<file path="config.mk">
export PLATFORM = sky130hd
export DESIGN_NAME = prob_argmax
export DESIGN_NICKNAME = d
export VERILOG_FILES = /design/src/rtl/cnn_pkg.sv /design/src/rtl/prob_argmax.sv
export SDC_FILE = /design/constraint.sdc
export NUM_CORES = 2
export LEC_CHECK = 0
export BUFFER_PORTS_ARGS = -buffer_cell sky130_fd_sc_hd__buf_2
export CORE_AREA = 2 2 532 534
export CTS_BUF_LIST = sky130_fd_sc_hd__clkbuf_8 sky130_fd_sc_hd__clkbuf_16
export CTS_CLUSTER_SIZE = 14
export DETAILED_ROUTE_END_ITERATION = 7
export DIE_AREA = 0 0 534 536
export PLACE_DENSITY_LB_ADDON = 0.15
export RECOVER_POWER = 50
export SLEW_MARGIN = 20
export SYNTH_ARGS = -nofsm -noshare
export SYNTH_HDL_FRONTEND = slang
export SYNTH_SLANG_ARGS = --single-unit
</file>
<file path="constraint.sdc">
create_clock -name clk -period 58 [get_ports clk]
set_input_delay 11.6 -clock clk [delete_from_list [all_inputs] [get_ports clk]]
set_output_delay 11.6 -clock clk [all_outputs]
set_load 0.1 [all_outputs]
</file>
<file path="src/rtl/cnn_pkg.sv">
// Shared constants and FSM encoding for the classifier tail (argmax over class scores).
package cnn_pkg;
    localparam int CNN_NUM_CLASSES = 10;
    localparam int CNN_SCORE_W     = 113;

    typedef enum logic [1:0] {
        ST_IDLE = 2'd0,
        ST_SCAN = 2'd1,
        ST_DONE = 2'd2
    } state_t;
endpackage

</file>
<file path="src/rtl/prob_argmax.sv">
// Sequential argmax: latches all class scores on start, scans one class per cycle,
// reports winning index, its score and the margin over the runner-up.
module prob_argmax
    import cnn_pkg::*;
#(
    parameter int NUM_CLASSES = CNN_NUM_CLASSES,
    parameter int SCORE_W     = CNN_SCORE_W
) (
    input  logic                           clk,
    input  logic                           rst,
    input  logic                           start,
    input  logic [NUM_CLASSES*SCORE_W-1:0] prob_in,
    output logic                           busy,
    output logic                           done,
    output logic [3:0]                     result,
    output logic [SCORE_W-1:0]             max_score,
    output logic [SCORE_W:0]               margin
);
    localparam int IDX_W = 4;
    localparam logic [IDX_W-1:0] LAST = IDX_W'(NUM_CLASSES - 1);
    localparam logic signed [SCORE_W-1:0] MOST_NEG = {1'b1, {(SCORE_W-1){1'b0}}};

    state_t state_q, state_d;

    logic [NUM_CLASSES-1:0][SCORE_W-1:0] lat;
    logic [IDX_W-1:0]                    idx;
    logic [IDX_W-1:0]                    best_idx;
    logic signed [SCORE_W-1:0]           best;
    logic signed [SCORE_W-1:0]           second;

    logic signed [SCORE_W-1:0] cur;
    logic signed [SCORE_W-1:0] nbest;
    logic signed [SCORE_W-1:0] nsecond;
    logic [IDX_W-1:0]          nbest_idx;
    logic                      accept;

    assign accept = (state_q == ST_IDLE) && start;
    assign busy   = (state_q != ST_IDLE);
    assign done   = (state_q == ST_DONE);

    always_ff @(posedge clk) begin
        if (rst) state_q <= ST_IDLE;
        else     state_q <= state_d;
    end

    always_comb begin
        state_d = state_q;
        case (state_q)
            ST_IDLE: if (start) state_d = ST_SCAN;
            ST_SCAN: if (idx == LAST) state_d = ST_DONE;
            ST_DONE: state_d = ST_IDLE;
            default: state_d = ST_IDLE;
        endcase
    end

    // Single NUM_CLASSES:1 mux into one comparator pair; strict > keeps the lowest index on ties.
    always_comb begin
        cur       = lat[idx];
        nbest     = best;
        nsecond   = second;
        nbest_idx = best_idx;
        if (cur > best) begin
            nsecond   = best;
            nbest     = cur;
            nbest_idx = idx;
        end else if (cur > second) begin
            nsecond = cur;
        end
    end

    // Score storage needs no reset: it is always reloaded before it is read.
    always_ff @(posedge clk) begin
        if (accept) lat <= prob_in;
    end

    always_ff @(posedge clk) begin
        if (rst) begin
            idx       <= '0;
            best_idx  <= '0;
            best      <= '0;
            second    <= '0;
            result    <= '0;
            max_score <= '0;
            margin    <= '0;
        end else if (accept) begin
            best     <= prob_in[SCORE_W-1:0];
            best_idx <= '0;
            second   <= MOST_NEG;
            idx      <= IDX_W'(1);
        end else if (state_q == ST_SCAN) begin
            best     <= nbest;
            second   <= nsecond;
            best_idx <= nbest_idx;
            idx      <= idx + IDX_W'(1);
            if (idx == LAST) begin
                result    <= nbest_idx;
                max_score <= nbest;
                // best >= second always, so the widened difference is non-negative.
                margin    <= {nbest[SCORE_W-1], nbest} - {nsecond[SCORE_W-1], nsecond};
            end
        end
    end
endmodule
</file>
==> impl_metrics.toml <==
[drt]
drt_wl_total_um = 342900
vias_per_cell = 5.139
wl_per_cell_um = 28.94
vias = 60890
drtPass1Iterations = 7
ant_nets = 0
drcViolationCount = 0
drt-initial-drc-count = 5152

[floorplan]
die_w_um = 534
initial_utilization = 0.2756
num_io_pins = 1366
die_h_um = 536
row_count = 195
fp.coreArea_mm2 = 0.2808
die-area_mm2 = 0.2862

[power]
p_int_mw = 2.499
p_total_mw = 4.002
powerDensity_mw_per_mm2 = 42.37
leakagePower_nw = 33.98
p_sw_frac = 0.3757
seq_power_share = 0.335
power_switching_mw = 1.504
combPwrFrac = 0.358
irDropWorstVdd_mv = 0.03074
clock_power_share = 0.307

[grt]
grt_antenna_before_repair = 133
grt_max_degree = 185
grt_overflow = 0
grt.total_usage = 0.2307
grt_pass1_vias = 60260
grt_pass1_wl_um = 471100

[final_layout]
instances_no_fill = 11850
regArea_mm2 = 0.04330
n_fill_cell = 28500
drive_gt1_frac = 0.2290
syn2layout_area_growth_pct = 22.06
multi_input_area_mm2 = 0.03138
final_nets = 9320

[yosys]
ys.warnings.count = 0
ys_seq_area_frac = 0.5593
syn-instance-count = 6633
synthFlopType = "edfxtp_1"
syn_area_mm2 = 0.07739
synth_seq_cells = 1597
synth_top_cell_by_area = "edfxtp_1"
synth_top_family_by_area = "compound AO/OA/AOI/OAI gates"
synth-xor-area-share = 0.01534
ys_types = 114
async_reset_ff_frac = 0
synth_enable_flop_cells = 1130
syn_area_per_cell_um2 = 11.67
muxShareOfSynthArea = 0.09977
ys_top_cells_by_area = "edfxtp_1, dfxtp_1, mux4_2"
yosys.area.top_type_share = 0.4385
synthAdderAreaFrac = 0.04881
synthSimpleGateAreaFrac = 0.09169
syn-num-nets = 8060
synth_compound_area_frac = 0.1478

[job]
cap_violations = 9

[min_path]
min-delay-path-class = "flip-flop to flip-flop"
hold_start = "margin[25]"
holdPathEnd = "margin[25]"
hold_path_depth = 2

[place]
dpl.hpwl_um = 262100
gp_congestion = 0.8916
port_buffers = 1365
dp_cells = 11440

[sta]
maxSlewViolCount = 549
grt_setup_unrepaired = "false"
period_minus_slack_ns = 19.15
period_share = 0.3301
fmaxAchievable_mhz = 52.23
final-hold-violation-count = 0
final-setup-viol-count = 0
fin_tns_setup_ns = 0
tightest_slew_ns = 5.013
fin_worst_skew_ns = 0.05124
slew_headroom = -2.342
hold-worst-slack_ns = 0.4496

[worst_setup_path]
crit_type = "primary input to flip-flop"
r2r_slack_ns = 42.78
required_ns = 58.48
worst_r2r_startpoint = "idx[0]"
path_max_fanout = 184
start_kind = "primary input"
r2r-end = "margin[102]"
r2r_cells = 42
cp.arrival_ns = 19.63
setup.worst_path.end_class = "flip-flop"

[clock_network]
cts_tree = "yes"
clock_latency_ns = 0.88
numCtsBuffers = 195
cts_resized = 0
cts_sinks = 1597
cts_setup_buffers = 0
cts_buffer_depth = 4
cts_hold_buf = 0
htreeDepth = 4
clk_pin_slew_ns = 0.06
root_buffer = "clkbuf_16"

[run_status]
status = "complete, but fails checks"
violations = "max-capacitance violations, max-slew violations"
[how the worst max path moves through the flow]
| stage | from | end | slack, ns |
|---|---|---|---|
| 2_1_floorplan | start | best[104] | 12.04 |
| 3_3_place_gp | start | lat[459] | 41.08 |
| 3_5_place_dp | start | lat[823] | 40.97 |
| 4_1_cts | start | lat[685] | 41.92 |
| 5_1_grt | start | lat[118] | 38.42 |
| 6_report | start | lat[839] | 38.85 |
[stage by stage]
step	setup slack, ns	util	area, um2
after floorplan	12.04	-	77390
after global placement	41.08	0.3144	88300
after detailed placement	40.97	0.3145	88320
after CTS	41.92	0.3370	94640
after global routing	38.42	0.3360	94350
final	38.85	0.3364	94460
[metal layers]
metal	up-vias	global-route usage	wire length, um
li1	27880	-	-
met1	30240	0.2975	145200
met2	2203	0.3872	163100
met3	477	0.05277	24120
met4	90	0.06165	9954
met5	-	0	553
[cell usage in the layout, fill, tap and decap left out, types with 258 or more instances in the layout]
| master | synthesis | final |
|---|---|---|
| nor2_1 | 422 | 417 |
| inv_1 | 285 | 336 |
| ha_1 | 293 | 293 |
| mux2i_1 | 258 | 258 |
| o21ai_0 | 289 | 289 |
| dfxtp_1 | 467 | 463 |
| buf_2 | 30 | 1116 |
| a21oi_1 | 588 | 587 |
| nand2_1 | 739 | 737 |
| edfxtp_1 | 1130 | 1130 |
[state kept, by name (all words and copies together) (netlist names)]
| signal | cells |
|---|---|
| lat | 1130 |
| idx | 4 |
| second | 113 |
| state_q | 2 |
| result | 4 |
| best_idx | 4 |
| max_score | 113 |
| margin | 114 |
| best | 113 |
[power groups by stage]
stage / combinational, mW / clock [mW] / sequential [mW]
floorplan: 0.960 / 0 / 1.42
global placement: 1.42 / 0 / 1.36
detailed placement: 1.43 / 0 / 1.36
CTS: 1.44 / 1.26 / 1.34
global route: 1.57 / 1.30 / 1.35
finish: 1.43 / 1.23 / 1.34
[cell families (layout without fill, tap and decap cells)]
family,count (synthesis),after routing
AO/OA/AOI/OAI,1783,1783
AND/OR/NAND/NOR,1608,1608
adder cells (fa/ha/maj),303,303
XOR/XNOR,133,133
flip-flops,1597,1597
other,0,55
buffers and inverters,721,2140
multiplexers,488,488
[cells in the mapped netlist, types with 17 or more instances]
library cell,count
edfxtp_1,1130
nand2_1,739
a21oi_1,588
dfxtp_1,467
nor2_1,422
clkbuf_1,312
ha_1,293
o21ai_0,289
inv_1,285
mux2i_1,258
mux4_2,226
a211oi_1,203
o22ai_1,154
nand3_1,105
xnor2_1,97
nand4_1,89
a22oi_1,80
buf_1,63
nor3_1,62
a31oi_1,56
a222oi_1,44
o211ai_1,43
a21o_1,39
a311oi_1,39
xor2_1,33
buf_2,30
and2_1,27
o21bai_1,25
a221oi_1,21
and3_1,21
nor2b_1,20
nor4_1,19
o21a_1,18
buf_4,17
or2_2,17
[area by class of cell]
class / count / share of cell area
Sequential cell: 1597 / 0.4583
Multi-Input combinational cell: 4315 / 0.3322
Timing Repair Buffer: 1496 / 0.08003
Clock buffer: 212 / 0.05461
Tap cell: 3743 / 0.04958
Clock inverter: 144 / 0.01233
Inverter: 288 / 0.01144
Antenna cell: 55 / 0.001457
[critical path, cell delays in order]
cell      delay, ns
buf_2          0.08
inv_1          0.06
nor2_1         1.48
clkbuf_1       2.77
buf_4          0.90
buf_12         0.76
buf_4          0.82
buf_4          0.79
No activity file was read; power rests on OpenSTA's default activity.
